$ cat config.mk
export PLATFORM = sky130hd
export DESIGN_NAME = sync_fifo_param_flat
export DESIGN_NICKNAME = d
export VERILOG_FILES = /design/src/rtl/sync_fifo_param_if.sv /design/src/rtl/sync_fifo_param.sv /design/src/flat_wrapper.sv
export SDC_FILE = /design/constraint.sdc
export NUM_CORES = 1
export LEC_CHECK = 0
export ABC_CLOCK_PERIOD_IN_PS = 4200
export BUFFER_PORTS_ARGS = -buffer_cell sky130_fd_sc_hd__buf_4
export CORE_UTILIZATION = 45
export CTS_CLUSTER_SIZE = 14
export DETAILED_ROUTE_END_ITERATION = 12
export MAX_ROUTING_LAYER = met4
export PLACE_DENSITY = 0.58
export SKIP_CTS_REPAIR_TIMING = 1
export SYNTH_ARGS = -nofsm -noshare
export SYNTH_HDL_FRONTEND = slang
export SYNTH_SLANG_ARGS = --single-unit
$ cat constraint.sdc
create_clock -name clk -period 4.2 [get_ports clk]
set_input_delay 0.42 -clock clk [delete_from_list [all_inputs] [get_ports clk]]
set_output_delay 0.42 -clock clk [all_outputs]
set_load 0.005 [all_outputs]
$ cat src/rtl/sync_fifo_param_if.sv
// Producer/consumer-side bundle for sync_fifo_param: requests in, data and status out.
// The FIFO takes the slave modport; the block driving it takes master.
interface sync_fifo_param_if #(
    parameter int unsigned DATA_W = 8,
    parameter int unsigned DEPTH  = 16
);
    localparam int unsigned CW = $clog2(DEPTH) + 1;

    logic              clr;
    logic              wen;
    logic [DATA_W-1:0] wdata;
    logic              ren;
    logic [DATA_W-1:0] rdata;
    logic              rvalid;
    logic [CW-1:0]     count;
    logic              full;
    logic              empty;
    logic              almost_full;
    logic              almost_empty;
    logic              overflow;
    logic              underflow;

    modport master (
        output clr, wen, wdata, ren,
        input  rdata, rvalid, count, full, empty, almost_full, almost_empty, overflow, underflow
    );

    modport slave (
        input  clr, wen, wdata, ren,
        output rdata, rvalid, count, full, empty, almost_full, almost_empty, overflow, underflow
    );
endinterface

$ cat src/rtl/sync_fifo_param.sv
// Parametrised single-clock FIFO with overwrite/drop-on-full, almost thresholds,
// registered read data with a valid strobe, sticky overflow/underflow and synchronous flush.
module sync_fifo_param #(
    parameter int unsigned DATA_W    = 8,
    parameter int unsigned DEPTH     = 16,
    parameter int unsigned OVERWRITE = 1,
    parameter int unsigned AF_TH     = DEPTH - 2,
    parameter int unsigned AE_TH     = 2
) (
    input  logic               clk,
    input  logic               rst_n,
    sync_fifo_param_if.slave   bus_io
);
    localparam int unsigned AW = $clog2(DEPTH);
    localparam int unsigned CW = AW + 1;
    localparam logic [CW-1:0] DepthC = CW'(DEPTH);
    localparam logic [CW-1:0] AfThC  = CW'(AF_TH);
    localparam logic [CW-1:0] AeThC  = CW'(AE_TH);
    localparam bit OverwriteEn = (OVERWRITE != 0);

    logic [DATA_W-1:0] mem_q [DEPTH];
    logic [AW-1:0]     waddr_q, waddr_d;
    logic [AW-1:0]     raddr_q, raddr_d;
    logic [CW-1:0]     count_q, count_d;
    logic [DATA_W-1:0] rdata_q, rdata_d;
    logic              rvalid_q, rvalid_d;
    logic              ovf_q, ovf_d;
    logic              unf_q, unf_d;

    logic is_full, is_empty;
    logic wr_ok, rd_ok, drop_oldest;

    assign is_full  = (count_q == DepthC);
    assign is_empty = (count_q == '0);

    always_comb begin
        rd_ok       = 1'b0;
        wr_ok       = 1'b0;
        drop_oldest = 1'b0;
        waddr_d     = waddr_q;
        raddr_d     = raddr_q;
        count_d     = count_q;
        rdata_d     = rdata_q;
        rvalid_d    = 1'b0;
        ovf_d       = ovf_q;
        unf_d       = unf_q;

        if (bus_io.clr) begin
            waddr_d = '0;
            raddr_d = '0;
            count_d = '0;
            ovf_d   = 1'b0;
            unf_d   = 1'b0;
        end else begin
            rd_ok = bus_io.ren && !is_empty;
            // A full write with no read either evicts the oldest entry or is dropped.
            drop_oldest = bus_io.wen && is_full && !bus_io.ren && OverwriteEn;
            wr_ok = bus_io.wen && (!is_full || rd_ok || drop_oldest);

            if (bus_io.ren && is_empty) unf_d = 1'b1;
            if (bus_io.wen && is_full && !bus_io.ren) ovf_d = 1'b1;

            if (wr_ok) waddr_d = waddr_q + 1'b1;
            if (rd_ok || drop_oldest) raddr_d = raddr_q + 1'b1;
            if (rd_ok) begin
                rdata_d  = mem_q[raddr_q];
                rvalid_d = 1'b1;
            end

            if (wr_ok && !rd_ok && !drop_oldest) begin
                count_d = count_q + 1'b1;
            end else if (rd_ok && !wr_ok) begin
                count_d = count_q - 1'b1;
            end
        end
    end

    always_ff @(posedge clk or negedge rst_n) begin
        if (!rst_n) begin
            waddr_q  <= '0;
            raddr_q  <= '0;
            count_q  <= '0;
            rdata_q  <= '0;
            rvalid_q <= 1'b0;
            ovf_q    <= 1'b0;
            unf_q    <= 1'b0;
        end else begin
            waddr_q  <= waddr_d;
            raddr_q  <= raddr_d;
            count_q  <= count_d;
            rdata_q  <= rdata_d;
            rvalid_q <= rvalid_d;
            ovf_q    <= ovf_d;
            unf_q    <= unf_d;
        end
    end

    // Storage is not reset; occupancy alone defines what is valid.
    always_ff @(posedge clk) begin
        if (wr_ok) mem_q[waddr_q] <= bus_io.wdata;
    end

    assign bus_io.rdata        = rdata_q;
    assign bus_io.rvalid       = rvalid_q;
    assign bus_io.count        = count_q;
    assign bus_io.full         = rst_n && is_full;
    assign bus_io.empty        = rst_n && is_empty;
    assign bus_io.almost_full  = rst_n && (count_q >= AfThC);
    assign bus_io.almost_empty = rst_n && (count_q <= AeThC);
    assign bus_io.overflow     = ovf_q;
    assign bus_io.underflow    = unf_q;
endmodule

$ cat src/flat_wrapper.sv
// flat-port wrapper written by rule: the top's interface ports become plain ports
module sync_fifo_param_flat 
#(
    parameter int unsigned DATA_W    = 8,
    parameter int unsigned DEPTH     = 16,
    parameter int unsigned OVERWRITE = 1,
    parameter int unsigned AF_TH     = DEPTH - 2,
    parameter int unsigned AE_TH     = 2
)
  (clk, rst_n, bus_io_clr, bus_io_wen, bus_io_wdata, bus_io_ren, bus_io_rdata, bus_io_rvalid, bus_io_count, bus_io_full, bus_io_empty, bus_io_almost_full, bus_io_almost_empty, bus_io_overflow, bus_io_underflow);
  sync_fifo_param_if #(.DATA_W(DATA_W), .DEPTH(DEPTH)) bus_io_i ();
  input  logic clk;
  input  logic rst_n;
  input wire logic [$bits(bus_io_i.clr)-1:0] bus_io_clr;
  input wire logic [$bits(bus_io_i.wen)-1:0] bus_io_wen;
  input wire logic [$bits(bus_io_i.wdata)-1:0] bus_io_wdata;
  input wire logic [$bits(bus_io_i.ren)-1:0] bus_io_ren;
  output wire logic [$bits(bus_io_i.rdata)-1:0] bus_io_rdata;
  output wire logic [$bits(bus_io_i.rvalid)-1:0] bus_io_rvalid;
  output wire logic [$bits(bus_io_i.count)-1:0] bus_io_count;
  output wire logic [$bits(bus_io_i.full)-1:0] bus_io_full;
  output wire logic [$bits(bus_io_i.empty)-1:0] bus_io_empty;
  output wire logic [$bits(bus_io_i.almost_full)-1:0] bus_io_almost_full;
  output wire logic [$bits(bus_io_i.almost_empty)-1:0] bus_io_almost_empty;
  output wire logic [$bits(bus_io_i.overflow)-1:0] bus_io_overflow;
  output wire logic [$bits(bus_io_i.underflow)-1:0] bus_io_underflow;
  assign bus_io_i.clr = bus_io_clr;
  assign bus_io_i.wen = bus_io_wen;
  assign bus_io_i.wdata = bus_io_wdata;
  assign bus_io_i.ren = bus_io_ren;
  assign bus_io_rdata = bus_io_i.rdata;
  assign bus_io_rvalid = bus_io_i.rvalid;
  assign bus_io_count = bus_io_i.count;
  assign bus_io_full = bus_io_i.full;
  assign bus_io_empty = bus_io_i.empty;
  assign bus_io_almost_full = bus_io_i.almost_full;
  assign bus_io_almost_empty = bus_io_i.almost_empty;
  assign bus_io_overflow = bus_io_i.overflow;
  assign bus_io_underflow = bus_io_i.underflow;
  sync_fifo_param #(.DATA_W(DATA_W), .DEPTH(DEPTH), .OVERWRITE(OVERWRITE), .AF_TH(AF_TH), .AE_TH(AE_TH)) u_core (.clk(clk), .rst_n(rst_n), .bus_io(bus_io_i));
endmodule
Yosys cells after proc, flatten, opt, wreduce, memory -nomap -nowiden
Memories as Yosys holds them, arrays and structs flattened. A register that Yosys moved wholly into a read port is not among the register bits.
Cells that the tools add are included.
{"block": "word_totals", "inputBits": 13, "mem_bits_rw": 128, "latch_bits": 0, "regBits": 16, "out_inout_bits": 20, "mem_count": 1, "wordCells": 60, "rom_bits": 0}
{"name": "u_core.mem_q", "words": 16, "word_bits": 8, "rd": 1, "rd_clocked_by_memory_dff": 1, "write_ports": 1, "line_no": "sync_fifo_param.sv:21", "source": "logic [DATA_W-1:0] mem_q [DEPTH];"}
{"block": "op_classes", "eq_ne": 1, "div": 0, "shift": 0, "n_reduce_logical": 29, "n_lt_le_gt_ge": 2, "multipliers": 0, "n_bitwise": 1, "n_addsub": 4, "muxes": 16}
{"operator": "4-bit two-way mux", "count": 4}
{"operator": "5-bit two-way mux", "count": 3}
{"operator": "1-bit logical AND", "count": 12}
{"operator": "1-bit two-way mux", "count": 9}
{"operator": "4-bit by 1-bit adder with 4-bit output (second input constant)", "count": 2}
{"operator": "2-bit nonzero test", "count": 4}
{"operator": "1-bit logical NOT", "count": 7}
{"operator": "5-bit by 1-bit adder with 5-bit output (second input constant)", "count": 1}
{"operator": "5-bit == test (second input constant)", "count": 1}
{"operator": "5-bit by 4-bit >= comparator with 1-bit output (second input constant)", "count": 1}
{"operator": "5-bit by 2-bit less-or-equal comparator with 1-bit output (second input constant)", "count": 1}
{"operator": "5-bit logical NOT", "count": 1}
{"operator": "5-bit by 1-bit subtractor with 5-bit output (second input constant)", "count": 1}
{"operator": "1-bit logical OR", "count": 3}
{"operator": "3-bit nonzero test", "count": 1}
{"operator": "2-bit AND reduction", "count": 1}
{"operator": "1-bit NOT", "count": 1}

Longest topological paths before layout
{"block": "depth", "depth_word": 11, "depth_mapped": 8, "ltp_nobuf": 8}

Worst setup path after synthesis
OpenSTA, ideal clock, no wires.
{"block": "synth_path", "kind": "reg-to-reg", "startpoint": "register u_core.count_q[3], in the netlist u_core.bus_io.count[3]", "endpoint": "register u_core.count_q[4], in the netlist u_core.bus_io.count[4]", "t_arrival_ns": 2.626, "setup_time_ns": 0.082, "period_less_slack_ns": 2.708, "stages_incl_launch_ff": 9, "setup_slack_ns": 1.492, "path_buffers": 0, "cell_sequence": "dfrtp_1 nor4_4 mux2i_1 nand2_1 fa_1 a21o_1 a21oi_1 mux2_2 a31oi_1"}
{"block": "synth_via", "elab_chain_len": 10}
{"item": "start, declared", "line_no": "sync_fifo_param.sv:24", "source": "logic [CW-1:0] count_q, count_d;"}
{"item": "start signal, assigned", "line_no": "sync_fifo_param.sv:90", "source": "count_q <= count_d;"}
{"item": "branches (longest 10 deep; another with 5-bit by 1-bit subtractor with 5-bit output)"}
Several ways; the timed one is not identified. The select of a mux whose other input is x is not followed.
A chain may end at the register's enable or synchronous reset.

Worst setup path after layout
{"block": "layout_path", "startpoint": "register u_core.count_q[2], in the netlist u_core.bus_io.count[2]", "endpoint": "register u_core.count_q[4], in the netlist u_core.bus_io.count[4]"}
The elaborated chain is that of the path after synthesis.

==> insert_results.sql <==
INSERT INTO impl_metrics (metric_group, metric, value, unit) VALUES
('min_path', 'hold_path.class', 'input pin to register', ''),
('timing', 'final_period_minus_worst_setup_slack', '3.02', 'ns'),
('routing', 'ant_nets', '0', ''),
('yosys', 'ys.warnings.count', '0', ''),
('flow_run', 'max_cap_violation_count', '0', ''),
('power_and_ir_drop', 'comb_power_share', '17.6', '%'),
('yosys', 'mappedNetlistNets', '371', ''),
('die', 'floorplan.core_area', '13400', 'um2'),
('place', 'globalplace.congestion', '0.819', ''),
('final_layout', 'final_cell_area_excluding_filler_cells', '7230', 'um2'),
('yosys', 'postSynth.topFlopCell', 'sky130_fd_sc_hd__edfxtp_1', ''),
('power_and_ir_drop', 'p_seq_share', '47.4', '%'),
('die', 'initial_util', '46.7', '%'),
('grt', 'antenna_found_initial', '0', ''),
('power_and_ir_drop', 'sw_frac_of_total', '25.8', '%'),
('routing', 'avgViaCountPerCell', '5.62', ''),
('min_path', 'hold_depth', '1', ''),
('yosys', 'synth_compound_area_share', '3.52', '%'),
('grt', 'groute.usage.overall', '19.8', '%'),
('power_and_ir_drop', 'p_int', '2890', 'uW'),
('final_layout', 'multi_input_comb_area', '1720', 'um2'),
('critical_path', 'crit_path_start_kind', 'register', ''),
('status', 'run_status', 'completed', ''),
('power_and_ir_drop', 'power.density', '539', 'nW/um2'),
('grt', 'grt_first_pass_wirelength', '19.4', 'mm'),
('place', 'dpl_worst_slack', '1.23', 'ns'),
('timing', 'slew-limit-headroom', '27.0', '%'),
('critical_path', 'worst_path_max_delay_cell', 'sky130_fd_sc_hd__dfrtp_1', ''),
('die', 'ioPinCount', '33', ''),
('yosys', 'synth_enable_flop_cells', '128', ''),
('critical_path', 'worstPathMaxFanout', '8', ''),
('yosys', 'netlist-cell-type-count', '39', ''),
('final_layout', 'seqCellArea', '4450', 'um2'),
('clock_tree', 'cts.clk_slew.worst_paths', '0.06', 'ns'),
('routing', 'routed-via-count', '3238', ''),
('place', 'detailed_place_hpwl', '7.67', 'mm'),
('yosys', 'syn-mean-instance-area', '18.0', 'um2'),
('yosys', 'main_combinational_cell_family_by_area_after_synthesis', 'multiplexers', ''),
('clock_tree', 'cts.sinks', '152', ''),
('critical_path', 'cp_slowest_stage_delay', '0.48', 'ns'),
('timing', 'clock_skew', '0.0157', 'ns'),
('critical_path', 'worst_r2r_path_depth', '8', ''),
('grt', 'globalRouteOverflowTotal', '0', ''),
('clock_tree', 'tritoncts', 'yes', ''),
('clock_tree', 'cts-buffers-inserted', '17', ''),
('min_path', 'min_delay_worst_endpoint', 'u_core.mem_q[9][1]', ''),
('yosys', 'synth_mux_area_share', '15.3', '%'),
('timing', 'setup_ws', '1.18', 'ns'),
('die', 'placement_rows', '42', ''),
('yosys', 'synthAdderAreaFrac', '2.12', '%'),
('critical_path', 'rrSetupSlack', '1.18', 'ns'),
('grt', 'number_of_global_route_vias_before_repair', '3372', ''),
('final_layout', 'layout-drive-gt1-share', '27.3', '%'),
('critical_path', 'worst-endpoint-required', '4.53', 'ns'),
('yosys', 'postSynthCellCount', '348', ''),
('power_and_ir_drop', 'switchingPower', '1010', 'uW'),
('final_layout', 'fillers', '1069', ''),
('final_layout', 'final-instance-count-excl-fill', '576', ''),
('routing', 'drt_iter0_drc', '246', ''),
('clock_tree', 'h-tree-depth', '4', ''),
('power_and_ir_drop', 'vdd_drop_max', '0.000336', 'V'),
('timing', 'maxSlewViolCount', '0', ''),
('place', 'number_of_instances_in_the_placed_design', '544', ''),
('critical_path', 'capturing_element_type_of_the_critical_path', 'register', ''),
('routing', 'wl_per_cell', '21.0', 'um'),
('die', 'design.die.area', '14400', 'um2'),
('critical_path', 'worst_path_dominant_cell_family', 'multiplexers', ''),
('die', 'die_width', '120', 'um'),
('min_path', 'hp-start', 'bus_io_wdata[1]', ''),
('yosys', 'async_flop_share', '15.8', '%'),
('clock_tree', 'worst_skew_pair_later_pin_latency', '0.43', 'ns');
==> stage by stage <==
stage | utilization (%) | hold WS (ns)
after floorplan | - | 0.124
after global placement | 50.0 | 0.358
after detailed placement | 50.0 | 0.361
after CTS | 53.9 | -0.0939
after global routing | 53.9 | 0.294
final | 53.9 | 0.298
==> flip-flops by register name, summed over array words and instances (netlist names) <==
| signal | cells |
|---|---|
| u_core.bus_io.rdata | 8 |
| u_core.bus_io.count | 5 |
| u_core.waddr_q | 4 |
| u_core.raddr_q | 4 |
| u_core.bus_io.overflow | 1 |
| u_core.bus_io.underflow | 1 |
| u_core.bus_io.rvalid | 1 |
| u_core.mem_q | 128 |
==> worst reg2reg max path, cell delays in order, from the launching register on <==
cell	delay, ns
sky130_fd_sc_hd__dfrtp_1	0.48
sky130_fd_sc_hd__nor4_4	0.48
sky130_fd_sc_hd__mux2i_1	0.33
sky130_fd_sc_hd__nand2_1	0.19
sky130_fd_sc_hd__fa_1	0.44
sky130_fd_sc_hd__a21o_1	0.21
sky130_fd_sc_hd__a21oi_1	0.26
sky130_fd_sc_hd__mux2_2	0.38
sky130_fd_sc_hd__a31oi_1	0.17
==> cell type report <==
class	instances	share of cell area, %
flip-flops and latches	152	61.5
multi-input cells	171	23.8
clock buffers	22	6.15
repair buffers	39	4.09
well taps	176	3.05
clock inverters	9	1.07
inverters	7	0.364
==> cells by family (layout without fill, tap and decap cells) <==
kind of cell	count (synthesis)	in the layout
AO/OA/AOI/OAI	30	30
XOR/XNOR	4	4
adder cells (fa/ha/maj)	10	10
buffers and inverters	25	77
flip-flops	152	152
multiplexers	55	55
AND/OR/NAND/NOR	72	72
==> routing by layer <==
layer | up-vias | wire length, um | global-route usage (%)
li1 | 1466 | - | -
met1 | 1679 | 5270 | 24.8
met2 | 82 | 6070 | 30.0
met3 | 11 | 607 | 6.08
met4 | 0 | 173 | 8.13
met5 | - | 0 | -
==> power by group through the flow <==
| stage | Combinational [uW] | Clock, uW | Sequential, uW |
|---|---|---|---|
| floorplan | 501 | 0 | 1810 |
| global placement | 685 | 0 | 1880 |
| detailed placement | 690 | 0 | 1890 |
| CTS | 694 | 1400 | 1860 |
| global route | 761 | 1450 | 1870 |
| finish | 688 | 1360 | 1850 |
==> worst max-delay path by stage <==
stage,to,depth (start not counted),from,slack [ns]
after detailed placement,u_core.bus_io.count[4],8,u_core.bus_io.count[2],1.23
final,u_core.bus_io.count[4],8,u_core.bus_io.count[2],1.18
after global placement,u_core.bus_io.count[4],8,u_core.bus_io.count[2],1.34
after global routing,u_core.bus_io.count[4],8,u_core.bus_io.count[2],0.98
after floorplan,u_core.bus_io.count[4],8,u_core.bus_io.count[3],1.49
after CTS,u_core.bus_io.count[4],8,u_core.bus_io.count[2],1.18
==> synthesized netlist by cell type, types with 2 or more instances <==
library cell                 n  area [um2]
sky130_fd_sc_hd__nand2b_1    4        25.0
sky130_fd_sc_hd__or3_1       2        12.5
sky130_fd_sc_hd__dfrtp_1    24         601
sky130_fd_sc_hd__a21oi_1     9        45.0
sky130_fd_sc_hd__ha_1        9         113
sky130_fd_sc_hd__edfxtp_1  128        3840
sky130_fd_sc_hd__xnor2_1     3        26.3
sky130_fd_sc_hd__buf_2       7        35.0
sky130_fd_sc_hd__nand3b_1    2        15.0
sky130_fd_sc_hd__mux4_2     32         721
sky130_fd_sc_hd__a21o_1      2        15.0
sky130_fd_sc_hd__inv_1       7        26.3
sky130_fd_sc_hd__o21ai_0     2        10.0
sky130_fd_sc_hd__nor3_1      4        20.0
sky130_fd_sc_hd__o221ai_1    8        70.1
sky130_fd_sc_hd__nand2_1    19        71.3
sky130_fd_sc_hd__nor2_1     21        78.8
sky130_fd_sc_hd__nand3_1     7        35.0
sky130_fd_sc_hd__mux2_2      5        56.3
sky130_fd_sc_hd__o31ai_1     2        15.0
sky130_fd_sc_hd__and3_2      2        15.0
sky130_fd_sc_hd__clkbuf_1   11        41.3
sky130_fd_sc_hd__mux2i_1    18         180
sky130_fd_sc_hd__or4_1       2        15.0
sky130_fd_sc_hd__nor2b_1     4        25.0
No activity file was read; power rests on OpenSTA's default activity.
